## config.mk

```make
export PLATFORM = sky130hd
export DESIGN_NAME = ldb_cmd_queue_flat
export DESIGN_NICKNAME = d
export VERILOG_FILES = /design/src/rtl/ldb_cmd_queue_pkg.sv /design/src/rtl/ldb_cmd_queue_if.sv /design/src/rtl/ldb_cmd_queue_sync_fifo.sv /design/src/rtl/ldb_cmd_queue.sv /design/src/flat_wrapper.sv
export SDC_FILE = /design/constraint.sdc
export NUM_CORES = 1
export LEC_CHECK = 0
export CAP_MARGIN = 20
export CORE_UTILIZATION = 50
export DETAILED_ROUTE_END_ITERATION = 10
export PLACE_DENSITY = 0.75
export SYNTH_ARGS = -nofsm -noshare
export SYNTH_HDL_FRONTEND = slang
export SYNTH_SLANG_ARGS = --single-unit
```

## constraint.sdc

```tcl
create_clock -name clk -period 15.4 [get_ports clk]
set_clock_uncertainty 0.1 [all_clocks]
set_input_delay 1.54 -clock clk [delete_from_list [all_inputs] [get_ports clk]]
set_output_delay 1.54 -clock clk [all_outputs]
set_load 0.02 [all_outputs]
```

## src/rtl/ldb_cmd_queue_pkg.sv

```systemverilog
// Shared types for the LDB command queue: command record, issue FSM states,
// field widths and the command legality rule.
package ldb_pkg;

    localparam int unsigned LDB_SMC_CNT   = 4;
    localparam int unsigned SMC_STRB_W    = 6;
    localparam int unsigned BYTE_STRB_W   = 4;
    localparam int unsigned BRST_W        = 16;
    localparam int unsigned GR_ADDR_W     = 32;
    localparam int unsigned LDB_SMC_ID_W  = $clog2(LDB_SMC_CNT);
    localparam int unsigned UR_ID_W       = 8;
    localparam int unsigned UR_ADDR_W     = 16;
    localparam int unsigned DROP_CNT_W    = 8;

    typedef struct packed {
        logic [SMC_STRB_W-1:0]   smc_strb;
        logic [BYTE_STRB_W-1:0]  byte_strb;
        logic [BRST_W-1:0]       brst;
        logic [GR_ADDR_W-1:0]    gr_base_addr;
        logic [LDB_SMC_ID_W-1:0] smc_id;
        logic [UR_ID_W-1:0]      ur_id;
        logic [UR_ADDR_W-1:0]    ur_addr;
    } ldb_cmd_t;

    typedef enum logic [1:0] {
        IDLE,
        WAIT_DONE,
        DRAIN
    } ldb_state_t;

    // A command must move at least one beat from a word-aligned address.
    function automatic logic cmd_legal(input ldb_cmd_t c);
        return (c.brst != '0) && (c.gr_base_addr[1:0] == 2'b00);
    endfunction

endpackage

```

## src/rtl/ldb_cmd_queue_if.sv

```systemverilog
// Dispatcher-side command handshake and engine-side issue bus of the LDB queue.
// slave = queue view, master = dispatcher/engine view.
interface ldb_cmd_queue_if import ldb_pkg::*; #(
    parameter int unsigned SMC_ID_W = LDB_SMC_ID_W
);
    logic                   cmd_vld;
    logic                   cmd_rdy;
    logic [SMC_STRB_W-1:0]  cmd_smc_strb;
    logic [BYTE_STRB_W-1:0] cmd_byte_strb;
    logic [BRST_W-1:0]      cmd_brst;
    logic [GR_ADDR_W-1:0]   cmd_gr_base_addr;
    logic [SMC_ID_W-1:0]    cmd_smc_id;
    logic [UR_ID_W-1:0]     cmd_ur_id;
    logic [UR_ADDR_W-1:0]   cmd_ur_addr;

    logic                   eng_vld;
    logic [SMC_STRB_W-1:0]  eng_smc_strb;
    logic [BYTE_STRB_W-1:0] eng_byte_strb;
    logic [BRST_W-1:0]      eng_brst;
    logic [GR_ADDR_W-1:0]   eng_gr_base_addr;
    logic [SMC_ID_W-1:0]    eng_smc_id;
    logic [UR_ID_W-1:0]     eng_ur_id;
    logic [UR_ADDR_W-1:0]   eng_ur_addr;
    logic                   eng_done;

    modport slave (
        input  cmd_vld, cmd_smc_strb, cmd_byte_strb, cmd_brst, cmd_gr_base_addr,
               cmd_smc_id, cmd_ur_id, cmd_ur_addr, eng_done,
        output cmd_rdy, eng_vld, eng_smc_strb, eng_byte_strb, eng_brst,
               eng_gr_base_addr, eng_smc_id, eng_ur_id, eng_ur_addr
    );

    modport master (
        output cmd_vld, cmd_smc_strb, cmd_byte_strb, cmd_brst, cmd_gr_base_addr,
               cmd_smc_id, cmd_ur_id, cmd_ur_addr, eng_done,
        input  cmd_rdy, eng_vld, eng_smc_strb, eng_byte_strb, eng_brst,
               eng_gr_base_addr, eng_smc_id, eng_ur_id, eng_ur_addr
    );

endinterface

```

## src/rtl/ldb_cmd_queue_sync_fifo.sv

```systemverilog
// Generic synchronous FIFO with flush; pointers carry a wrap bit so full and
// empty fall out of a pointer compare. Flush discards a same-cycle push.
module ldb_sync_fifo #(
    parameter int unsigned WIDTH = 8,
    parameter int unsigned DEPTH = 8
) (
    input  logic                     clk,
    input  logic                     rst_n,
    input  logic                     push,
    input  logic [WIDTH-1:0]         wdata,
    input  logic                     pop,
    output logic [WIDTH-1:0]         rdata,
    input  logic                     flush,
    output logic                     full,
    output logic                     empty,
    output logic [$clog2(DEPTH):0]   count
);
    localparam int unsigned AW = $clog2(DEPTH);
    localparam logic [AW:0] PTR_ONE = {{AW{1'b0}}, 1'b1};

    logic [WIDTH-1:0] mem [DEPTH];
    logic [AW:0]      wptr;
    logic [AW:0]      rptr;
    logic             do_push;
    logic             do_pop;

    assign empty   = (wptr == rptr);
    assign full    = (wptr[AW] != rptr[AW]) && (wptr[AW-1:0] == rptr[AW-1:0]);
    assign count   = wptr - rptr;
    assign rdata   = mem[rptr[AW-1:0]];
    assign do_push = push && !full && !flush;
    assign do_pop  = pop && !empty;

    // Pointer update; flush collapses the read pointer onto the write pointer.
    always_ff @(posedge clk or negedge rst_n) begin
        if (!rst_n) begin
            wptr <= '0;
            rptr <= '0;
        end else if (flush) begin
            rptr <= wptr;
        end else begin
            if (do_push) wptr <= wptr + PTR_ONE;
            if (do_pop)  rptr <= rptr + PTR_ONE;
        end
    end

    // Storage write; contents need no reset because empty gates every read.
    always_ff @(posedge clk) begin
        if (do_push) mem[wptr[AW-1:0]] <= wdata;
    end

endmodule

```

## src/rtl/ldb_cmd_queue.sv

```systemverilog
// LDB command queue: buffers dispatcher commands, drops illegal ones and
// issues one command at a time to the load engine, waiting for its done.
// Optional macro LDB_Q_PERF_EN adds perf_issued / perf_busy_cyc counters.
module ldb_cmd_queue import ldb_pkg::*; #(
    parameter int unsigned DEPTH         = 8,
    parameter int unsigned PARAM_SMC_CNT = LDB_SMC_CNT
) (
    input  logic                   clk,
    input  logic                   rst_n,
    ldb_cmd_queue_if.slave         bus,
    input  logic                   flush,
    output logic [$clog2(DEPTH):0] q_count,
    output logic                   busy,
    output logic                   err_drop,
    output logic [DROP_CNT_W-1:0]  drop_cnt
`ifdef LDB_Q_PERF_EN
    ,
    output logic [31:0]            perf_issued,
    output logic [31:0]            perf_busy_cyc
`endif
);
    localparam int unsigned SMC_ID_W = $clog2(PARAM_SMC_CNT);

    ldb_cmd_t            cmd_in;
    ldb_cmd_t            head;
    ldb_cmd_t            eng_q;
    logic                eng_vld_q;
    logic [SMC_ID_W-1:0] smc_id_in;
    logic                accept;
    logic                legal;
    logic                push;
    logic                pop;
    logic                full;
    logic                empty;
    ldb_state_t          state;
    ldb_state_t          state_nxt;

    assign smc_id_in = bus.cmd_smc_id;

    // Pack the dispatcher fields into one queue record.
    always_comb begin
        cmd_in              = '0;
        cmd_in.smc_strb     = bus.cmd_smc_strb;
        cmd_in.byte_strb    = bus.cmd_byte_strb;
        cmd_in.brst         = bus.cmd_brst;
        cmd_in.gr_base_addr = bus.cmd_gr_base_addr;
        cmd_in.smc_id       = smc_id_in;
        cmd_in.ur_id        = bus.cmd_ur_id;
        cmd_in.ur_addr      = bus.cmd_ur_addr;
    end

    assign bus.cmd_rdy = !full;
    assign accept      = bus.cmd_vld && !full;
    assign legal       = cmd_legal(cmd_in);
    assign push        = accept && legal;
    assign busy        = (state != IDLE) || (q_count != '0);

    ldb_sync_fifo #(
        .WIDTH ($bits(ldb_cmd_t)),
        .DEPTH (DEPTH)
    ) u_fifo (
        .clk   (clk),
        .rst_n (rst_n),
        .push  (push),
        .wdata (cmd_in),
        .pop   (pop),
        .rdata (head),
        .flush (flush),
        .full  (full),
        .empty (empty),
        .count (q_count)
    );

    // Issue FSM state register.
    always_ff @(posedge clk or negedge rst_n) begin
        if (!rst_n) state <= IDLE;
        else        state <= state_nxt;
    end

    // Issue FSM next state; done must be seen high then low before re-issuing.
    always_comb begin
        state_nxt = state;
        pop       = 1'b0;
        unique case (state)
            IDLE: begin
                if (!empty) begin
                    pop       = 1'b1;
                    state_nxt = WAIT_DONE;
                end
            end
            WAIT_DONE: if (bus.eng_done)  state_nxt = DRAIN;
            DRAIN:     if (!bus.eng_done) state_nxt = IDLE;
            default:   state_nxt = IDLE;
        endcase
    end

    // Issue register: one-cycle valid pulse, fields held until the next issue.
    always_ff @(posedge clk or negedge rst_n) begin
        if (!rst_n) begin
            eng_vld_q <= 1'b0;
            eng_q     <= '0;
        end else begin
            eng_vld_q <= pop;
            if (pop) eng_q <= head;
        end
    end

    assign bus.eng_vld          = eng_vld_q;
    assign bus.eng_smc_strb     = eng_q.smc_strb;
    assign bus.eng_byte_strb    = eng_q.byte_strb;
    assign bus.eng_brst         = eng_q.brst;
    assign bus.eng_gr_base_addr = eng_q.gr_base_addr;
    assign bus.eng_smc_id       = eng_q.smc_id;
    assign bus.eng_ur_id        = eng_q.ur_id;
    assign bus.eng_ur_addr      = eng_q.ur_addr;

    // Drop bookkeeping: sticky error flag and saturating drop counter.
    always_ff @(posedge clk or negedge rst_n) begin
        if (!rst_n) begin
            err_drop <= 1'b0;
            drop_cnt <= '0;
        end else if (accept && !legal) begin
            err_drop <= 1'b1;
            if (drop_cnt != '1) drop_cnt <= drop_cnt + 8'd1;
        end
    end

`ifdef LDB_Q_PERF_EN
    // Wrapping performance counters: issues and non-idle cycles.
    always_ff @(posedge clk or negedge rst_n) begin
        if (!rst_n) begin
            perf_issued   <= '0;
            perf_busy_cyc <= '0;
        end else begin
            if (pop)           perf_issued   <= perf_issued + 32'd1;
            if (state != IDLE) perf_busy_cyc <= perf_busy_cyc + 32'd1;
        end
    end
`endif

endmodule
```

## src/flat_wrapper.sv

```systemverilog
// flat-port wrapper written by rule: the top's interface ports become plain ports
module ldb_cmd_queue_flat import ldb_pkg::*;
#(
    parameter int unsigned DEPTH         = 8,
    parameter int unsigned PARAM_SMC_CNT = LDB_SMC_CNT
)
  (clk, rst_n, flush, q_count, busy, err_drop, drop_cnt, bus_cmd_vld, bus_cmd_smc_strb, bus_cmd_byte_strb, bus_cmd_brst, bus_cmd_gr_base_addr, bus_cmd_smc_id, bus_cmd_ur_id, bus_cmd_ur_addr, bus_eng_done, bus_cmd_rdy, bus_eng_vld, bus_eng_smc_strb, bus_eng_byte_strb, bus_eng_brst, bus_eng_gr_base_addr, bus_eng_smc_id, bus_eng_ur_id, bus_eng_ur_addr);
  ldb_cmd_queue_if bus_i ();
  input  logic clk;
  input  logic rst_n;
  input  logic flush;
  output logic [$clog2(DEPTH):0] q_count;
  output logic busy;
  output logic err_drop;
  output logic [DROP_CNT_W-1:0] drop_cnt;
  input wire logic [$bits(bus_i.cmd_vld)-1:0] bus_cmd_vld;
  input wire logic [$bits(bus_i.cmd_smc_strb)-1:0] bus_cmd_smc_strb;
  input wire logic [$bits(bus_i.cmd_byte_strb)-1:0] bus_cmd_byte_strb;
  input wire logic [$bits(bus_i.cmd_brst)-1:0] bus_cmd_brst;
  input wire logic [$bits(bus_i.cmd_gr_base_addr)-1:0] bus_cmd_gr_base_addr;
  input wire logic [$bits(bus_i.cmd_smc_id)-1:0] bus_cmd_smc_id;
  input wire logic [$bits(bus_i.cmd_ur_id)-1:0] bus_cmd_ur_id;
  input wire logic [$bits(bus_i.cmd_ur_addr)-1:0] bus_cmd_ur_addr;
  input wire logic [$bits(bus_i.eng_done)-1:0] bus_eng_done;
  output wire logic [$bits(bus_i.cmd_rdy)-1:0] bus_cmd_rdy;
  output wire logic [$bits(bus_i.eng_vld)-1:0] bus_eng_vld;
  output wire logic [$bits(bus_i.eng_smc_strb)-1:0] bus_eng_smc_strb;
  output wire logic [$bits(bus_i.eng_byte_strb)-1:0] bus_eng_byte_strb;
  output wire logic [$bits(bus_i.eng_brst)-1:0] bus_eng_brst;
  output wire logic [$bits(bus_i.eng_gr_base_addr)-1:0] bus_eng_gr_base_addr;
  output wire logic [$bits(bus_i.eng_smc_id)-1:0] bus_eng_smc_id;
  output wire logic [$bits(bus_i.eng_ur_id)-1:0] bus_eng_ur_id;
  output wire logic [$bits(bus_i.eng_ur_addr)-1:0] bus_eng_ur_addr;
  assign bus_i.cmd_vld = bus_cmd_vld;
  assign bus_i.cmd_smc_strb = bus_cmd_smc_strb;
  assign bus_i.cmd_byte_strb = bus_cmd_byte_strb;
  assign bus_i.cmd_brst = bus_cmd_brst;
  assign bus_i.cmd_gr_base_addr = bus_cmd_gr_base_addr;
  assign bus_i.cmd_smc_id = bus_cmd_smc_id;
  assign bus_i.cmd_ur_id = bus_cmd_ur_id;
  assign bus_i.cmd_ur_addr = bus_cmd_ur_addr;
  assign bus_i.eng_done = bus_eng_done;
  assign bus_cmd_rdy = bus_i.cmd_rdy;
  assign bus_eng_vld = bus_i.eng_vld;
  assign bus_eng_smc_strb = bus_i.eng_smc_strb;
  assign bus_eng_byte_strb = bus_i.eng_byte_strb;
  assign bus_eng_brst = bus_i.eng_brst;
  assign bus_eng_gr_base_addr = bus_i.eng_gr_base_addr;
  assign bus_eng_smc_id = bus_i.eng_smc_id;
  assign bus_eng_ur_id = bus_i.eng_ur_id;
  assign bus_eng_ur_addr = bus_i.eng_ur_addr;
  ldb_cmd_queue #(.DEPTH(DEPTH), .PARAM_SMC_CNT(PARAM_SMC_CNT)) u_core (.clk(clk), .rst_n(rst_n), .bus(bus_i), .flush(flush), .q_count(q_count), .busy(busy), .err_drop(err_drop), .drop_cnt(drop_cnt));
endmodule
```

* Word-level counts from Yosys, hierarchy flattened
Memory sizes are Yosys's and may differ from the RTL's. A register that Yosys moved wholly into a read port is not among the register bits.
Index checks and enable logic that the tools add are counted.
** Word-level totals
- Register bits :: 20
- Bits in writable memories :: 672
- Input bits :: 89
- Output and inout port bits :: 100
- Memories :: 1
** Cells by class
- Add/sub/neg operators :: 4
- Equal/unequal tests :: 9
- Multiplexer cells :: 10
- Bitwise gates (word level) :: 1
- Reduce and logical (&&, ||, !) cells :: 23
** Memory list
- u_core.u_fifo.mem :: depth 8, width 84, read ports 1, clocked after memory_dff 1, wr ports 1, RTL line ldb_cmd_queue_sync_fifo.sv:21 : logic [WIDTH-1:0] mem [DEPTH];
** Operators by type and width (count)
- 16-bit nonzero test :: 1
- 4-bit by 1-bit adder with 4-bit output (second input constant) :: 2
- 8-bit by 1-bit adder with 8-bit output (second input constant) :: 1
- 1-bit logical AND :: 8
- 4-bit 2-to-1 mux :: 2
- 8-bit != test (second input constant) :: 1
- 2-bit 2-to-1 mux :: 3
- 2-bit != test (second input constant) :: 3
- 2-bit one-hot mux with 3 select lines :: 1
- 1-bit logical NOT :: 5
- 4-bit == test :: 1
- 2-bit logical NOT :: 2
- 1-bit 2-to-1 mux :: 4
- 2-bit AND reduction :: 2
- 2-bit nonzero test :: 2
- 4-bit nonzero test :: 1
- 4-bit subtractor :: 1
- 3-bit == test :: 1
- 3-bit AND reduction :: 1
- 2-bit by 1-bit == test with 1-bit output (second input constant) :: 1
- 2-bit == test (second input constant) :: 1
- 1-bit logical OR :: 1
- 1-bit != test :: 1
- 1-bit NOT :: 1

* Depth between registers and ports, before layout
Gate-level depths: netlist (run 1).
- Depth after elaboration :: 9
- Mapped depth :: 12

* Modules after synthesis
From an unflattened synthesis (run 1), not the netlist that was laid out.
** Second synthesis, totals
- Cell total of the unflattened synthesis :: 1451
- Area, all modules :: 29602.1 µm²
** By module, submodules not included
- ldb_sync_fifo :: times used 1, cells an instance 1218, area each 25829.8 µm², seq. area each 20379.5 µm²
- ldb_cmd_queue :: times used 1, cells an instance 233, area each 3772.4 µm², seq. area each 2402.3 µm²

* Least setup slack after synthesis (run 1)
No wires, ideal clock.
- Path type :: input to register
- Start :: input port bus_cmd_gr_base_addr[1]
- End :: memory u_core.u_fifo.mem[0][0] (netlist bit), enable pin
- Library setup time :: 732 ps
- Arrival :: 10318 ps
- Path slack :: 4250 ps
- Stages :: 5
- Path buffers :: 1
- Path through :: or2_0 -> a41oi_1 -> buf_2 -> nand2_1 -> nor4_1
** Between the ends
- Cells in the longest elaborated chain, start to end :: 7
** RTL lines
- start, declared :: RTL line flat_wrapper.sv:20 : input wire logic [$bits(bus_i.cmd_gr_base_addr)-1:0] bus_cmd_gr_base_addr;
- 2-bit logical NOT :: RTL line ldb_cmd_queue_pkg.sv:33 : return (c.brst != '0) && (c.gr_base_addr[1:0] == 2'b00);
- 1-bit logical AND :: RTL line ldb_cmd_queue_pkg.sv:33
- 1-bit logical AND :: RTL line ldb_cmd_queue.sv:55 : assign push = accept && legal;
- 1-bit logical AND (2 in series) :: RTL line ldb_cmd_queue_sync_fifo.sv:31 : assign do_push = push && !full && !flush;
- 1-bit 2-to-1 mux :: RTL line ldb_cmd_queue_sync_fifo.sv:49 : if (do_push) mem[wptr[AW-1:0]] <= wdata;
- 1-bit 2-to-1 mux (not written as such) :: RTL line ldb_cmd_queue_sync_fifo.sv:49
- end, declared :: RTL line ldb_cmd_queue_sync_fifo.sv:21
Every way passes these cells.

* Final worst setup path (run 1)
- Start :: register u_core.u_fifo.rptr[0]
- End :: output port busy
** Between the ends
- Cells in the longest elaborated chain, start to end :: 3
** RTL lines
- start, declared :: RTL line ldb_cmd_queue_sync_fifo.sv:23 : logic [AW:0] rptr;
- start signal, assigned :: RTL line ldb_cmd_queue_sync_fifo.sv:40 : rptr <= wptr;
- start signal, assigned :: RTL line ldb_cmd_queue_sync_fifo.sv:43 : if (do_pop) rptr <= rptr + PTR_ONE;
- 4-bit subtractor :: RTL line ldb_cmd_queue_sync_fifo.sv:29 : assign count = wptr - rptr;
- 4-bit nonzero test :: RTL line ldb_cmd_queue.sv:56 : assign busy = (state != IDLE) || (q_count != '0);
- 1-bit logical OR :: RTL line ldb_cmd_queue.sv:56
- end, declared :: RTL line flat_wrapper.sv:13 : output logic busy;
Every way passes these cells.

==> impl_results.rst, run 1 <==
.. list-table::
   :header-rows: 1

   * - Metric
     - Value
   * - Top flip-flop cell by instance count after synthesis
     - sky130_fd_sc_hd__edfxtp_1
   * - Die outline area
     - 0.05928 mm²
   * - Share of Yosys cell area claimed by the top area cell type
     - 69.22%
   * - Vias per inst
     - roughly 5.8
   * - R2R setup slack
     - 10.85 ns
   * - Sink Count
     - between 700 and 800
   * - Worst slack on hold paths
     - about 0.39 ns
   * - Final critical path time including I/O delays and setup
     - ~5 ns
   * - Grt met1 use
     - 28.21%
   * - Total stage count of the critical path
     - 6
   * - Summed negative setup slack over all endpoints
     - 0 ns
   * - Slowest-stage cell, CP
     - sky130_fd_sc_hd__dfrtp_4
   * - Cell types with the largest area share after synthesis
     - sky130_fd_sc_hd__edfxtp_1 69%, sky130_fd_sc_hd__mux4_2 13%, sky130_fd_sc_hd__dfrtp_1 8.9%
   * - Number of register bits inferred by synthesis
     - a little under 800
   * - Routed wire length per instance
     - around 25 µm
   * - Std cell rows
     - 88
   * - Static leakage power
     - 11.25 nW
   * - Vias
     - roughly 15000
   * - Worst endpoint data arrival time
     - around 3.3 ns
   * - Actual slew at the worst max-slew pin
     - 1.079 ns
   * - Fraction of final layout cells sized beyond drive strength 1
     - 19.17%
   * - Hold violation count in the final report
     - 0
   * - Vias in the first global route
     - 15067
   * - Cell class contributing the biggest share of worst-path delay
     - flip-flops
   * - Total clock buffers created by CTS
     - between 70 and 80
   * - Total gr overflow
     - 0
   * - Final GP Congestion
     - between 0.7 and 0.8
   * - Total track usage
     - a little over a fifth
   * - Standard cell core area
     - ~0.058 mm²
   * - Count of final max-slew check failures
     - 0
   * - Launching element type of the critical path
     - flop
   * - Element type at the critical path end
     - output port
   * - Share of the cycle needed by the critical path after routing
     - roughly 32%
   * - Non-Filler Cell Area, Final
     - about 0.034 mm²
   * - Power density over the cells
     - approximately 180 mW/mm²
   * - Total setup buffers inserted after CTS
     - 0
   * - Required time at the worst-slack endpoint
     - 13.76 ns
   * - Total design power
     - around 6.3 mW
   * - Count of flip-flops with a built-in enable after synthesis
     - between 600 and 700
   * - Count of instances resized after the clock tree is built
     - 0
   * - Library cell with the largest summed area after synthesis
     - sky130_fd_sc_hd__edfxtp_1
   * - Number of filler instances in the final layout
     - between 4000 and 5000
   * - Avg Synthesized Cell Area
     - roughly 20 µm²
   * - Worst slew slack as a fraction of its limit
     - approximately 28%
   * - Clock tree from TritonCTS
     - yes
   * - DIE HEIGHT
     - 243.5 µm
   * - Boundary Pins
     - ~190
   * - Grt peak-use layer
     - met2
   * - Combined area of all synthesized cells
     - 0.02915 mm²
   * - Number of buffer and inverter instances along the worst setup path
     - 1
   * - Number of buffers added to fix hold violations after cts
     - 0
   * - RSZ-0062 raised after global routing
     - no
   * - DRC violations left
     - 0
   * - First-pass GRT wire length
     - a little over 90 mm
   * - Cell-by-cell trace of the critical path
     - ha_1 -> fa_1 -> xnor2_1 -> nor4b_1 -> o21ai_0 -> clkdlybuf4s50_1
   * - Final HPWL from detailed placement
     - between 30 and 40 mm
   * - TritonRoute pass-1 iters
     - 7
   * - Most used cells in the layout excluding fill and tap cells
     - 672 x sky130_fd_sc_hd__edfxtp_1, 187 x sky130_fd_sc_hd__clkdlybuf4s50_1, 178 x sky130_fd_sc_hd__nand2_1, 168 x sky130_fd_sc_hd__mux4_2, 101 x sky130_fd_sc_hd__dfrtp_1
   * - H-tree depth reported by CTS
     - 3
   * - Met3 Usage GRT
     - under 10%
   * - Share of synthesized registers carrying an async set or reset
     - between 10% and 20%
   * - Iteration-0 DRC count of the detailed router
     - ~1200
   * - Total of max-cap violations
     - 0
   * - Hold Path Class
     - flop to flop
   * - Detail Route Antenna Nets
     - 0
   * - Highest clock frequency the design can meet
     - 201.7 MHz
   * - Count of input and output buffers
     - 188
   * - Worst hold path cell count
     - 1
   * - Number of antenna violations at the first check in global routing
     - 4
   * - Final setup fails
     - 0
   * - Commonest non-fill, non-tap cell in the layout
     - sky130_fd_sc_hd__edfxtp_1
   * - Synth Net Count
     - approximately 1600
   * - Maximum buffer depth of the clock tree
     - 3
   * - Final nets
     - 1775
   * - CP max FO
     - slightly below 50
   * - Final Instance Count excl. Fillers
     - between 2000 and 3000
   * - Clock slew seen by the registers of the worst setup and hold paths
     - ~0.060 ns
   * - Clock latency at the later pin of the worst-skew pair
     - approximately 0.61 ns
   * - Post-synthesis cell count
     - between 1000 and 1500
   * - Cell variety after synth
     - 42
   * - Delay of the slowest cell on the worst path
     - between 0.8 and 0.9 ns
   * - Final WL
     - just over 60 mm
   * - Syn. warnings
     - 0
   * - Portion of the post-synthesis area used by sequential elements
     - between 70% and 80%
   * - FF-to-FF path depth
     - 6
   * - Layout-stage area growth over the synthesis result
     - 18.07%
   * - Die boundary width
     - 243.5 µm
   * - Placed Instances
     - approximately 2400
   * - Setup Crit Path Kind
     - flop to output port
   * - Starting density of the core
     - 50.53%
   * - Result of the run
     - finished, final reports clean
   * - CTS Root Buffer Type
     - sky130_fd_sc_hd__clkbuf_16
   * - Peak supply drop
     - 122.8 µV
   * - Routing usage on met2
     - a little over a third
   * - Pin count of the biggest net entering global routing
     - 100
   * - Placed inst area
     - ~0.032 mm²
[cell families (layout without fill, tap and decap cells)]
family | Yosys count | count (layout) | synth area share, %
flops | 776 | 776 | 78.15
mux | 173 | 173 | 13.17
buf+inv | 89 | 367 | 1.489
xor+xnor | 13 | 13 | 0.4163
fa+ha+maj | 7 | 7 | 0.3262
compound gates | 99 | 99 | 2.150
simple gates | 307 | 307 | 4.305
other cells | 0 | 1 | 0
[cells in the mapped netlist, types with 2 or more instances]
cell type                    n
sky130_fd_sc_hd__a31oi_1    84
sky130_fd_sc_hd__and3_1      2
sky130_fd_sc_hd__buf_1       5
sky130_fd_sc_hd__buf_2      35
sky130_fd_sc_hd__buf_4      11
sky130_fd_sc_hd__buf_6       2
sky130_fd_sc_hd__clkbuf_1   26
sky130_fd_sc_hd__dfrtp_1   104
sky130_fd_sc_hd__edfxtp_1  672
sky130_fd_sc_hd__ha_1        6
sky130_fd_sc_hd__inv_1       8
sky130_fd_sc_hd__inv_2       2
sky130_fd_sc_hd__mux2_2      4
sky130_fd_sc_hd__mux4_2    168
sky130_fd_sc_hd__nand2_1   178
sky130_fd_sc_hd__nand2b_1    5
sky130_fd_sc_hd__nand3_1     8
sky130_fd_sc_hd__nand4_1     2
sky130_fd_sc_hd__nor2_1     90
sky130_fd_sc_hd__nor2b_1     2
sky130_fd_sc_hd__nor3_1      5
sky130_fd_sc_hd__nor4_1      8
sky130_fd_sc_hd__nor4b_1     2
sky130_fd_sc_hd__o21ai_0     5
sky130_fd_sc_hd__o21ai_1     2
sky130_fd_sc_hd__o21ai_2     2
sky130_fd_sc_hd__xnor2_1     7
sky130_fd_sc_hd__xor2_1      5
[layout make-up]
type / instances / area, µm² / share of cell area [%]
diodes: 1 / 2.502 / 0.007270
inverters: 10 / 47.55 / 0.1381
flip-flops and latches: 776 / 22790 / 66.22
multi-input cells: 599 / 5978 / 17.37
clock inverters: 32 / 300.3 / 0.8724
clock buffers: 109 / 2168 / 6.300
well taps: 765 / 957.2 / 2.781
repair buffers: 216 / 2173 / 6.314
[worst reg2reg max path, cell delays in order (launching register included)]
cell	delay (ns)
sky130_fd_sc_hd__dfrtp_4	1.08
sky130_fd_sc_hd__ha_1	0.43
sky130_fd_sc_hd__and3_1	0.22
sky130_fd_sc_hd__a211oi_2	0.35
sky130_fd_sc_hd__nand3_1	0.30
sky130_fd_sc_hd__nor2_4	0.69
sky130_fd_sc_hd__buf_4	0.96
[flip-flops by register name, indices dropped and copies added (netlist names)]
signal	flops
u_core.bus.eng_vld	1
u_core.u_fifo.mem	672
u_core.bus.eng_brst	16
u_core.u_fifo.wptr	4
u_core.bus.eng_byte_strb	4
u_core.bus.eng_smc_strb	6
u_core.drop_cnt	8
u_core.state	2
u_core.bus.eng_gr_base_addr	32
u_core.err_drop	1
u_core.u_fifo.rptr	4
u_core.bus.eng_smc_id	2
u_core.bus.eng_ur_addr	16
u_core.bus.eng_ur_id	8
[final timing paths]
check,from,endpoint
min in group asynchronous,rst_n,u_core.bus.eng_vld
worst max-delay path,u_core.u_fifo.rptr[0],busy
worst max register to register,u_core.u_fifo.rptr[0],u_core.u_fifo.mem[6][15]
max in group asynchronous,rst_n,u_core.u_fifo.rptr[1]
worst min-delay path,u_core.err_drop,u_core.err_drop
worst min register to register,u_core.err_drop,u_core.err_drop
[stage by stage]
stage / setup slack [ns] / util, %
floorplan: 4.250 / -
global route: 10.08 / 59.66
finish: 10.44 / 59.66
CTS: 10.31 / 59.46
detailed placement: 9.781 / 55.19
global placement: 9.876 / 55.19
[metal layers]
layer / vias up / wire (µm)
met5: - / 32
met4: 6 / 1178
met3: 85 / 4250
met2: 567 / 31390
met1: 7638 / 24810
li1: 6273 / -
[power breakdown]
group,internal (mW),switching [mW]
Combinational,0.824,0.950
Clock,1.05,0.765
Sequential,2.47,0.199
(Power assumes the default switching activity.)
==> run 2, diff against run 1 <==
==> constraint.sdc (replaced) <==
create_clock -name clk -period 5.1 [get_ports clk]
set_clock_uncertainty 0.1 [all_clocks]
set_input_delay 0.51 -clock clk [delete_from_list [all_inputs] [get_ports clk]]
set_output_delay 0.51 -clock clk [all_outputs]
set_load 0.02 [all_outputs]
==> run 2 against run 1 <==
First-iteration DRC count increased by 9.9%. Critical path depth increased by 1. Sequential share of layout area about the same. Sequential power increased to 3.0 times the previous value. Die area unchanged.
==> impl_results.rst, run 2 (synthesis results as in run 1) <==
.. list-table::
   :header-rows: 1

   * - Metric
     - Value
   * - Result of the run
     - finished, final reports clean
   * - Clock latency at the later pin of the worst-skew pair
     - ~0.60 ns
   * - Setup Crit Path Kind
     - flop to output port
   * - Pin count of the biggest net entering global routing
     - ~110
   * - Hold violation count in the final report
     - 0
   * - Routed wire length per instance
     - 24.65 µm
   * - Peak supply drop
     - between 500 and 600 µV
   * - Count of input and output buffers
     - approximately 190
   * - Boundary Pins
     - 189
   * - Delay of the slowest cell on the worst path
     - a little under 0.9 ns
   * - Worst slack on hold paths
     - between 0.3 and 0.4 ns
   * - Power density over the cells
     - 545.3 mW/mm²
   * - Most used cells in the layout excluding fill and tap cells
     - 672 x sky130_fd_sc_hd__edfxtp_1, 187 x sky130_fd_sc_hd__clkdlybuf4s50_1, 177 x sky130_fd_sc_hd__nand2_1, 168 x sky130_fd_sc_hd__mux4_2, 101 x sky130_fd_sc_hd__dfrtp_1
   * - Standard cell core area
     - between 0.05 and 0.06 mm²
   * - Vias in the first global route
     - 15248
   * - Max FFs per register
     - about 670
   * - CTS Root Buffer Type
     - sky130_fd_sc_hd__clkbuf_16
   * - Clock tree from TritonCTS
     - yes
   * - Post-layout utilization of the core
     - about three fifths
   * - Total track usage
     - a little over a fifth
   * - TritonRoute pass-1 iters
     - 5
   * - Final HPWL from detailed placement
     - between 30 and 40 mm
   * - Number of buffer and inverter instances along the worst setup path
     - 2
   * - Launching element type of the critical path
     - flop
   * - Maximum buffer depth of the clock tree
     - 3
   * - Starting density of the core
     - roughly half
   * - Fraction of final layout cells sized beyond drive strength 1
     - 18.78%
   * - Sink Count
     - 776
   * - Die boundary width
     - ~240 µm
   * - Final WL
     - between 60 and 70 mm
   * - Iteration-0 DRC count of the detailed router
     - between 1000 and 1500
   * - CP max FO
     - 46
   * - Clock slew seen by the registers of the worst setup and hold paths
     - ~0.060 ns
   * - Final GP Congestion
     - approximately 0.75
   * - Share of the cycle needed by the critical path after routing
     - between 70% and 80%
   * - Count of final max-slew check failures
     - 0
   * - Worst endpoint data arrival time
     - 3.25 ns
   * - Endpoint of the worst-slack reg-to-reg timing path
     - u_core.u_fifo.mem[0][7]
   * - Die outline area
     - between 0.05 and 0.06 mm²
   * - Source of the worst register-to-register timing path
     - u_core.u_fifo.rptr[1]
   * - Final setup fails
     - 0
   * - Number of antenna violations at the first check in global routing
     - 7
   * - FF-to-FF path depth
     - 7
   * - Hold Path End
     - u_core.err_drop
   * - Vias per inst
     - 5.848
   * - R2R setup slack
     - 1.38 ns
   * - Required time at the worst-slack endpoint
     - 4.49 ns
   * - Vias
     - 14631
   * - Cell-by-cell trace of the critical path
     - inv_1 -> ha_1 -> nor2b_1 -> o21ai_0 -> a21oi_1 -> o21ai_0 -> clkdlybuf4s50_1
   * - Count of instances resized after the clock tree is built
     - 0
   * - Detail Route Antenna Nets
     - 0
   * - RSZ-0062 raised after global routing
     - no
   * - Total clock buffers created by CTS
     - between 70 and 80
   * - Commonest non-fill, non-tap cell in the layout
     - sky130_fd_sc_hd__edfxtp_1
   * - Total design power
     - 18.76 mW
   * - Final critical path time including I/O delays and setup
     - around 3.9 ns
   * - Layout-stage area growth over the synthesis result
     - 18.00%
   * - DIE HEIGHT
     - 243.5 µm
   * - Worst hold path cell count
     - 1
   * - Worst slew slack as a fraction of its limit
     - around a third
   * - Total setup buffers inserted after CTS
     - 0
   * - Total gr overflow
     - 0
   * - Critical path's most frequent cell
     - sky130_fd_sc_hd__o21ai_0
   * - Highest clock frequency the design can meet
     - between 200 and 300 MHz
   * - Element type at the critical path end
     - output port
   * - DRC violations left
     - 0
   * - Hold Path Class
     - flop to flop
   * - Slowest-stage cell, CP
     - sky130_fd_sc_hd__dfrtp_4
   * - Cell class contributing the biggest share of worst-path delay
     - flip-flops
   * - First-pass GRT wire length
     - 93.56 mm
   * - Actual slew at the worst max-slew pin
     - slightly above 1 ns
   * - Final nets
     - 1774
   * - Std cell rows
     - 88
   * - Total of max-cap violations
     - 0
   * - Static leakage power
     - roughly 11 nW
   * - Min-Delay Startpoint
     - u_core.err_drop
   * - H-tree depth reported by CTS
     - 3
[run 2: cell count changes in the layout (fill, tap and decap cells not counted), moves of 3 or more]
cell                       before  now
sky130_fd_sc_hd__buf_12         0    7
sky130_fd_sc_hd__buf_4         24   18
sky130_fd_sc_hd__clkbuf_1      21   18
sky130_fd_sc_hd__clkinv_1       6   11
sky130_fd_sc_hd__nor3_2         4    0
sky130_fd_sc_hd__nor3_4         0    4
[run 2: final cells by class]
cell class                 instances  area (µm²)
inverter                          10       47.55
fill                            4055       23290
multi-input combinational        599        6015
antenna                            1       2.502
timing repair buffer             216        2223
tap                              765       957.2
sequential                       776       22790
clock buffer                     102        2079
clock inverter                    33       284.0
[run 2: repair_timing]
action | 4_1_cts | 5_1_grt
setup endpoints to repair | 0 | 0
hold buffers | 1 | 0
endpoints found under the hold margin | 63 | 0
[run 2: worst max path at each step]
stage                     cells after the start  slack (ns)                  endpoint                   from
final                                         7        1.24                      busy  u_core.u_fifo.rptr[1]
after global routing                          7        0.99                      busy  u_core.u_fifo.rptr[1]
after CTS                                     7        1.18                      busy  u_core.u_fifo.rptr[1]
after detailed placement                      7        1.39  u_core.u_fifo.mem[0][18]  u_core.u_fifo.rptr[1]
after global placement                        5        1.45   u_core.bus.eng_ur_id[4]  u_core.u_fifo.rptr[1]
after floorplan                               9       -0.82   u_core.u_fifo.mem[6][0]  u_core.u_fifo.rptr[1]
[run 2: per-layer routing]
metal  vias to the layer above  share of wire, %  track usage, %  wire, µm
met5                         -              0.13               0        83
met4                        12               1.9           6.160      1177
met3                        93               6.6           4.208      4055
met2                       547                50           35.49     30830
met1                      7713                41           28.42     25520
li1                       6266                 -               -         -
[run 2: metrics by stage]
| step | area (µm²) | setup slack (ns) | std cells | setup TNS (ns) |
|---|---|---|---|---|
| after floorplan | 29210 | -0.8223 | 1464 | -316.78 |
| after global placement | 31970 | 1.446 | 2363 | 0 |
| after detailed placement | 31970 | 1.387 | 2363 | 0 |
| after CTS | 34340 | 1.178 | 2499 | 0 |
| after global routing | 34400 | 0.9903 | 2501 | 0 |
| final | 34400 | 1.237 | 2502 | 0 |
[run 2: report_power, final]
part           leakage (nW)  switching (mW)  internal (mW)  total (mW)
combinational          2.86            2.90           2.49        5.39
clock                  1.15            2.27           3.07        5.33
sequential             7.22           0.586           7.45        8.04
total                  11.2            5.75           13.0        18.8
==> run 3, diff against run 2 <==
==> constraint.sdc (replaced) <==
create_clock -name clk -period 4 [get_ports clk]
set_clock_uncertainty 0.1 [all_clocks]
set_input_delay 0.4 -clock clk [delete_from_list [all_inputs] [get_ports clk]]
set_output_delay 0.4 -clock clk [all_outputs]
set_load 0.02 [all_outputs]
==> run 3 against run 2 <==
Global-route usage increased by 0.20 points. Worst setup slack got worse by 0.92 ns. Total power increased by 28%. Critical path depth decreased by 1. Sequential share of layout area decreased by 0.37 points. Critical endpoint unchanged. Largest power group unchanged.
==> impl_results.rst, run 3 (synthesis results as in run 1) <==
.. list-table::
   :header-rows: 1

   * - Metric
     - Value
   * - Result of the run
     - finished, final reports clean
   * - Hold Path Class
     - input port to flop
   * - Final GP Congestion
     - approximately 0.76
   * - Launching element type of the critical path
     - flop
   * - Required time at the worst-slack endpoint
     - 3.50 ns
   * - Number of antenna violations at the first check in global routing
     - 11
   * - Power share of the combinational group
     - 29.5%
   * - Clock slew seen by the registers of the worst setup and hold paths
     - about 0.070 ns
   * - TritonRoute pass-1 iters
     - 5
   * - Final critical path time including I/O delays and setup
     - between 3 and 4 ns
   * - Endpoint of the worst-slack reg-to-reg timing path
     - u_core.u_fifo.mem[2][24]
   * - Source of the worst register-to-register timing path
     - u_core.u_fifo.wptr[0]
   * - Total gr overflow
     - 0
   * - Clock tree from TritonCTS
     - yes
   * - Hold Path End
     - u_core.state[1]
   * - Clock latency at the later pin of the worst-skew pair
     - roughly 0.61 ns
   * - Max FFs per register
     - ~670
   * - Share of the cycle needed by the critical path after routing
     - 92.06%
   * - Cell-internal power
     - 16.68 mW
   * - Die boundary width
     - ~240 µm
   * - Worst hold path cell count
     - 2
   * - R2R setup slack
     - just over 0.8 ns
   * - Number of buffers added to fix hold violations after cts
     - 1
   * - RSZ-0062 raised after global routing
     - no
   * - Delay of the slowest cell on the worst path
     - between 0.7 and 0.8 ns
   * - Starting density of the core
     - 50.53%
   * - Std cell rows
     - between 80 and 90
   * - Maximum buffer depth of the clock tree
     - 3
   * - Sink Count
     - just under 800
   * - H-tree depth reported by CTS
     - 3
   * - CP max FO
     - 10
   * - Fraction of final layout cells sized beyond drive strength 1
     - 19.68%
   * - Element type at the critical path end
     - output port
   * - Total clock buffers created by CTS
     - 76
   * - Total of max-cap violations
     - 0
   * - Setup Crit Path Kind
     - flop to output port
   * - Final nets
     - 1781
   * - Min-Delay Startpoint
     - bus_eng_done
   * - Standard cell core area
     - 0.05770 mm²
   * - Routed wire length per instance
     - between 20 and 25 µm
   * - Cell class contributing the biggest share of worst-path delay
     - buffers and inverters
   * - Critical path's most frequent cell
     - sky130_fd_sc_hd__inv_1
   * - Number of buffer and inverter instances along the worst setup path
     - 3
   * - Static leakage power
     - about 11 nW
   * - Switching portion of total power
     - between 30% and 40%
   * - Iteration-0 DRC count of the detailed router
     - between 1000 and 1500
   * - Vias
     - between 10000 and 15000
   * - Count of input and output buffers
     - roughly 190
   * - Total track usage
     - between 20% and 30%
   * - Placed Instances
     - 2371
   * - Final Instance Count excl. Fillers
     - around 2500
   * - Final WL
     - between 60 and 70 mm
   * - Total setup buffers inserted after CTS
     - 0
   * - Hold violation count in the final report
     - 0
   * - CTS Root Buffer Type
     - sky130_fd_sc_hd__clkbuf_16
   * - Most used cells in the layout excluding fill and tap cells
     - 672 x sky130_fd_sc_hd__edfxtp_1, 187 x sky130_fd_sc_hd__clkdlybuf4s50_1, 177 x sky130_fd_sc_hd__nand2_1, 168 x sky130_fd_sc_hd__mux4_2, 101 x sky130_fd_sc_hd__dfrtp_1
   * - Part of the power in the clock network
     - 28.7%
   * - Total design power
     - between 20 and 25 mW
   * - Register share of total power
     - a little over two fifths
   * - Boundary Pins
     - ~190
   * - Final setup fails
     - 0
   * - Peak supply drop
     - approximately 560 µV
   * - Slowest-stage cell, CP
     - sky130_fd_sc_hd__dfrtp_1
   * - Count of final max-slew check failures
     - 0
   * - Final HPWL from detailed placement
     - 34.33 mm
   * - Layout-stage area growth over the synthesis result
     - 18.67%
   * - FF-to-FF path depth
     - 7
   * - Detail Route Antenna Nets
     - 0
   * - DIE HEIGHT
     - 243.5 µm
   * - Highest clock frequency the design can meet
     - around 270 MHz
   * - DRC violations left
     - 0
   * - Vias per inst
     - between 5 and 6
   * - Vias in the first global route
     - 15246
   * - First-pass GRT wire length
     - 94.21 mm
   * - Worst endpoint data arrival time
     - 3.18 ns
   * - Worst slew slack as a fraction of its limit
     - 33.34%
   * - Die outline area
     - 0.05928 mm²
   * - Pin count of the biggest net entering global routing
     - 100
   * - Post-layout utilization of the core
     - between 50% and 60%
   * - Commonest non-fill, non-tap cell in the layout
     - sky130_fd_sc_hd__edfxtp_1
   * - Count of instances resized after the clock tree is built
     - 0
   * - Cell-by-cell trace of the critical path
     - inv_1 -> fa_1 -> inv_1 -> nor4b_1 -> o21ai_0 -> clkdlybuf4s50_1
   * - Summed negative setup slack over all endpoints
     - 0 ns
   * - Actual slew at the worst max-slew pin
     - between 0.9 and 1 ns
   * - NetSw
     - 7.411 mW
   * - Power density over the cells
     - approximately 700 mW/mm²
-- run 3: cell count changes in the layout (fill, tap and decap cells not counted), sizes merged --
cell,delta
buf,+6
bufinv,-3
clkbuf,+15
clkinv,-3
clkinvlp,-1
diode,+6
inv,-2
-- run 3: stage by stage --
| stage | setup slack [ns] | hold WS, ns | area, µm² |
|---|---|---|---|
| floorplan | -0.9888 | 0.004409 | 29290 |
| global placement | 0.5706 | 0.3765 | 32120 |
| detailed placement | 0.5209 | 0.3725 | 32120 |
| CTS | 0.2753 | 0.3079 | 34580 |
| global route | 0.1783 | 0.3189 | 34590 |
| finish | 0.3177 | 0.3210 | 34600 |
-- run 3: cell type report --
cell class              count  area, µm²
multi-input cells         599       6045
fillers                  3995      23100
well taps                 765      957.2
flip-flops and latches    776      22790
inverters                  10      46.29
clock inverters            24      187.7
repair buffers            222       2291
diodes                      7      17.52
clock buffers             117       2260
-- run 3: worst max-delay path by stage --
stage                                  from                  endpoint  cells past startpoint
detailed placement  bus_cmd_gr_base_addr[1]  u_core.u_fifo.mem[7][47]                      7
CTS                   u_core.u_fifo.wptr[1]                      busy                      6
global route          u_core.u_fifo.wptr[1]                      busy                      6
finish                u_core.u_fifo.wptr[1]                      busy                      6
floorplan             u_core.u_fifo.rptr[1]   u_core.u_fifo.mem[0][0]                      9
global placement    bus_cmd_gr_base_addr[1]  u_core.u_fifo.mem[7][47]                      7
-- run 3: layer usage --
layer / GRT usage (%) / part of all wire, %
met1: 29.19 / 41
met2: 34.87 / 50
met3: 3.889 / 6.6
met4: 7.714 / 2.0
met5: 0 / 0.061
-- run 3: power by group through the flow --
stage	Combinational (mW)	Clock, mW	Sequential (mW)
after floorplan	4.40	0	10.5
after global routing	7.66	7.32	10.1
after detailed placement	7.18	0	10.2
final	7.11	6.92	10.1
after global placement	7.06	0	10.2
after CTS	7.23	7.02	10.1
-- run 3: worst register-to-register path, cell delays in order, from the launching register on --
cell and delay (ns):
sky130_fd_sc_hd__dfrtp_1 0.58, sky130_fd_sc_hd__inv_1 0.13, sky130_fd_sc_hd__ha_1 0.35, sky130_fd_sc_hd__and3_4 0.21, sky130_fd_sc_hd__a211oi_4 0.34, sky130_fd_sc_hd__nand3_1 0.34
sky130_fd_sc_hd__nor3_4 0.29, sky130_fd_sc_hd__buf_12 0.39
==> RTL edit 1: new RTL, flow settings as in run 1 <==
`SMC_STRB_W`: 6 -> 12.
--- a/src/rtl/ldb_cmd_queue_pkg.sv
+++ b/src/rtl/ldb_cmd_queue_pkg.sv
@@ -4,5 +4,5 @@
 
     localparam int unsigned LDB_SMC_CNT   = 4;
-    localparam int unsigned SMC_STRB_W    = 6;
+    localparam int unsigned SMC_STRB_W    = 12;
     localparam int unsigned BYTE_STRB_W   = 4;
     localparam int unsigned BRST_W        = 16;
Ports: changed (resized bus_cmd_smc_strb and bus_eng_smc_strb); port bits go from 189 to 201. No check against the original RTL was run, so the function may have changed too.
==> RTL edit 1 against run 1 <==
Critical path depth grew 1. Synthesized area is 7.0% higher. Register-to-register slack got worse by 0.24 ns. Clock power up 9%. Largest power group unchanged. Synthesized cell count rose by 6.6%. Non-clock buffer count is 10 higher. Critical path type unchanged. Largest cell class unchanged. Power is 6.9% higher. Sequential cell count increased by 54. Design area rose by 6.8%. First-iteration DRC count up 20%. Routed wire length up 6.2%. Setup slack worse by 0.13 ns. Sequential share of layout area rose by 0.12 points. Sequential power up 7.5%.
==> RTL edit 1: results (changes against run 1) <==
- Status: finished, final reports clean
- Total Routing Usage GR: 21.4% (+0.30 points)
- Routed len/inst: 24.4 um (-0.93%)
- Routed wl met2: 32700 um (+4.1%)
- Syn Nets: 1662 (+6.5%)
- Leak: 0.0120 uW (+6.6%)
- Top cells by area, synth: edfxtp_1 (69%), mux4_2 (13%), dfrtp_1 (8.8%)
- CTS buffer count: 80 (+5.3%)
- Async S/R FF share, synth: 13.3% (-0.15 points)
- Worst Path Arrival: 3.45 ns (+0.13 ns)
- GR Util met3: 4.36% (+0.60 points)
- R2R Path End: u_core.u_fifo.mem[3][67]$_DFFE_PP_
- EDFF count, synth: 720 (+7.1%)
- IO Port Bufs: 200 (+6.4%)
- Antenna violations before repair: 6 (+2)
- FF-to-FF path depth: 7 (+1)
- Clk_lat worst skew: 0.64 ns (+0.03 ns)
- Seq/Total Area, Yosys: 78.2% (about the same)
- GR Util met2: 34.7% (-0.73 points)
- WL met1: 27000 um (+8.8%)
- Vias per std cell: 5.76 (-0.79%)
- Reg2Reg Setup Slack: 10.61 ns (-0.24 ns)
- Worst Path Max Fanout: 67 (+37%)
- Share of cells above drive strength 1: 18.8% (-0.36 points)
- Drt pass-1 iters: 5 (-2)
- Vias in the first global route: 16400 (+8.8%)
- Nets: 1885 (+6.2%)
- Post-synth cell types: 41 (-2.4%)
- Dominant synthesized flop cell: edfxtp_1
- Met3 WL: 4450 um (+4.7%)
- Post-synth top cells: edfxtp_1 (720), nand2_1 (191), mux4_2 (180)
- Peak supply drop: 0.206 mV (+68%)
- Hold Path Class: reg2reg
- Dpl cell area: 34000 um2 (+6.9%)
- Min Tclk post-route: 5.09 ns (+0.127 ns)
- Max reg flops: 720 (+7.1%)
- Met1 Use GR: 29.4% (+1.2 points)
- Initial drt markers: 1421 (+20%)
- Total wire length: 65500 um (+6.2%)
- Biggest cell delay along the critical path: 1.13 ns (+0.32 ns)
[RTL edit 1: layout make-up]
type	count	area [um2]
Antenna cell	1	2.50
Tap cell	837	1050
Sequential cell	830	24400
Clock inverter	39	493
Inverter	10	47.5
Timing Repair Buffer	226	2230
Fill cell	4310	25000
Clock buffer	110	2200
Multi-Input combinational cell	635	6350
[RTL edit 1: how the worst min path moves through the flow]
stage,endpoint,depth (start not counted),slack [ns],start
after floorplan,u_core.state[1]$_DFFE_PN0P_,2,0.43,u_core.state[1]$_DFFE_PN0P_
after global placement,u_core.err_drop$_DFFE_PN0P_,1,0.39,u_core.err_drop$_DFFE_PN0P_
after detailed placement,u_core.err_drop$_DFFE_PN0P_,1,0.39,u_core.err_drop$_DFFE_PN0P_
after CTS,u_core.err_drop$_DFFE_PN0P_,1,0.41,u_core.err_drop$_DFFE_PN0P_
after global routing,u_core.err_drop$_DFFE_PN0P_,1,0.43,u_core.err_drop$_DFFE_PN0P_
final,u_core.err_drop$_DFFE_PN0P_,1,0.40,u_core.err_drop$_DFFE_PN0P_
[RTL edit 1: logic make-up (layout without fill, tap and decap cells)]
group	count (synthesis)	after routing	share of synthesized area [%]
XOR/XNOR	13	13	0.389
multiplexers	185	185	13.2
AND/OR/NAND/NOR	325	325	4.22
adder cells (fa/ha/maj)	7	7	0.305
flip-flops	830	830	78.2
AO/OA/AOI/OAI	105	105	2.13
buffers and inverters	95	385	1.62
other	0	1	0
[RTL edit 1: through the flow]
stage                     hold slack [ns]  util [%]
after CTS                           0.407      59.5
final                               0.397      59.6
after global routing                0.427      59.6
after global placement              0.392      55.1
after detailed placement            0.389      55.1
after floorplan                     0.432         -
[RTL edit 1: report_power, final]
part,leakage [uW],switching [uW],internal [uW]
registers,0.00772,228,2640
clock network,0.00130,832,1150
logic,0.00297,984,862
total,0.0120,2040,4650
==> RTL edit 2: new RTL, flow settings as in run 1 <==
Made on the original files. Register the output `q_count`, cleared by the reset; this adds one clock of latency there. The other outputs are not delayed to match.
--- a/src/rtl/ldb_cmd_queue.sv
+++ b/src/rtl/ldb_cmd_queue.sv
@@ -21,4 +21,6 @@
 );
     localparam int unsigned SMC_ID_W = $clog2(PARAM_SMC_CNT);
+
+    logic [$clog2(DEPTH):0] q_count_d;
 
     ldb_cmd_t            cmd_in;
@@ -54,5 +56,5 @@
     assign legal       = cmd_legal(cmd_in);
     assign push        = accept && legal;
-    assign busy        = (state != IDLE) || (q_count != '0);
+    assign busy        = (state != IDLE) || (q_count_d != '0);
 
     ldb_sync_fifo #(
@@ -69,5 +71,5 @@
         .full  (full),
         .empty (empty),
-        .count (q_count)
+        .count (q_count_d)
     );
 
@@ -139,3 +141,11 @@
 `endif
 
+    always_ff @(posedge clk or negedge rst_n) begin
+        if (!rst_n) begin
+            q_count <= '0;
+        end else begin
+            q_count <= q_count_d;
+        end
+    end
+
 endmodule
Function: changed (a bounded check fails within 4 cycles, from zero or initial values and one cycle with rst_n low).
==> RTL edit 2 against run 1 <==
Synthesized area increased by 0.35%. Maximum frequency decreased by 5.5%. Register-to-register slack got worse by 0.03 ns. Global-route usage increased by 0.30 points. Routed wire length increased by 1.4%. Non-clock buffer count decreased by 3. Setup slack got worse by 0.29 ns. Sequential cell count increased by 4. Power increased by 0.95%. Design area increased by 0.58%. Sequential share of layout area decreased by 0.092 points. Synthesized cell count increased by 0.27%.
==> RTL edit 2: results (changes against run 1) <==
- Status: finished, final reports clean
- Vias in the first global route: 15500 (+3.1%)
- Routed wl met2: 32800 um (+4.4%)
- Reg2Reg Setup Slack: 10.82 ns (-0.03 ns)
- ANT cells: 0 (-1)
- Crit path max-delay cell type: buf_12
- Final hold slack: 0.405 ns (+0.0121 ns)
- Routability congestion estimate from global placement: 0.740 (-6.4%)
- Nets: 1779 (+0.23%)
- Initial drt markers: 1256 (+6.4%)
- WL met1: 24600 um (-0.96%)
- Total Routing Usage GR: 21.4% (+0.30 points)
- GR Util met2: 36.3% (+0.89 points)
- Met1 Use GR: 27.8% (-0.44 points)
- Reg2reg start: u_core.u_fifo.rptr[1]$_DFFE_PN0P_
- Maximum number of pins on one net before global-route repair: 174 (+74%)
- Routed len/inst: 24.9 um (+1.1%)
- CTS buffer count: 79 (+3.9%)
- Worst Path Max Fanout: 173 (+250%)
- Post-synth top cells: edfxtp_1 (672), nand2_1 (177), mux4_2 (168)
- Met3 WL: 3730 um (-12%)
- Dominant synthesized flop cell: edfxtp_1
- Antenna violations before repair: 3 (-1)
- Highest metal layer with signal wires: met5
- Vias: 14600 (+0.43%)
- Dpl cell area: 31900 um2 (+0.31%)
- Top cells by area, synth: edfxtp_1 (69%), mux4_2 (13%), dfrtp_1 (9.2%)
- DP HPWL: 33400 um (-3.2%)
- Critical path endpoint: busy
- Pre-CTS setup slack: 9.90 ns (+0.115 ns)
- R2R Path End: u_core.u_fifo.mem[3][27]$_DFFE_PP_
- Clk pin slew, worst setup/hold paths: 0.06 ns (about the same)
- Post-Synth XOR/XNOR Area: 0.415% (-0.0015 points)
- Post-synthesis adder-cell area fraction: 0.325% (-0.0011 points)
- Peak supply drop: 0.226 mV (+84%)
- Biggest cell delay along the critical path: 0.67 ns (-0.14 ns)
- Post-synth cell types: 42 (unchanged)
- Worst Path Arrival: 3.61 ns (+0.29 ns)
- Top Family by Delay on Critical Path: buffers and inverters
- Seq/Total Area, Yosys: 78.2% (about the same)
- Async S/R FF share, synth: 13.8% (+0.44 points)
- Synth Area in Compound Gates: 2.14% (-0.0075 points)
- Hold Crit Depth: 1 (unchanged)
- Placed Instances: 2364 (+0.085%)
- Syn Nets: 1564 (+0.26%)
- Gate Count Post-Synth: 1468 (+0.27%)
- Rel. slew slack: 24.1% (-3.9 points)
- Share of cells above drive strength 1: 18.8% (-0.37 points)
- Synth warnings: 0 (unchanged)
- FF-to-FF path depth: 8 (+2)
- Sw Ratio: 30.4% (-0.16 points)
- Max Clk Rate: 191 MHz (-5.5%)
- Leak: 0.0113 uW (+0.75%)
- Total wire length: 62500 um (+1.4%)
- Hold_sp: u_core.err_drop$_DFFE_PN0P_
- GR Util met3: 4.24% (+0.47 points)
- Post-synthesis mux area share: 13.1% (-0.046 points)
- First-pass GRT wire length: 94200 um (+1.4%)
- Clk_lat worst skew: 0.63 ns (+0.02 ns)
-- RTL edit 2: changes by cell type after synthesis, sizes merged --
| cell | delta |
|---|---|
| nand3 | +2 |
| clkbuf | -1 |
| buf | +1 |
| and4 | +1 |
| dfrtp | +4 |
| nand2 | -1 |
| and2 | -1 |
| nand4 | -1 |
-- RTL edit 2: cell type report --
| class | instances | area, um2 |
|---|---|---|
| Clock inverter | 40 | 429 |
| Timing Repair Buffer | 213 | 2140 |
| Tap cell | 765 | 957 |
| Sequential cell | 780 | 22900 |
| Inverter | 10 | 47.5 |
| Multi-Input combinational cell | 599 | 5980 |
| Fill cell | 4063 | 23200 |
| Clock buffer | 108 | 2170 |
-- RTL edit 2: power groups by stage --
stage | logic, uW | clock network, uW | registers [uW]
6_report | 1770 | 1910 | 2650
5_1_grt | 1920 | 2020 | 2670
4_1_cts | 1810 | 1940 | 2650
3_5_place_dp | 1790 | 0 | 2690
3_3_place_gp | 1760 | 0 | 2690
2_1_floorplan | 1100 | 0 | 2770
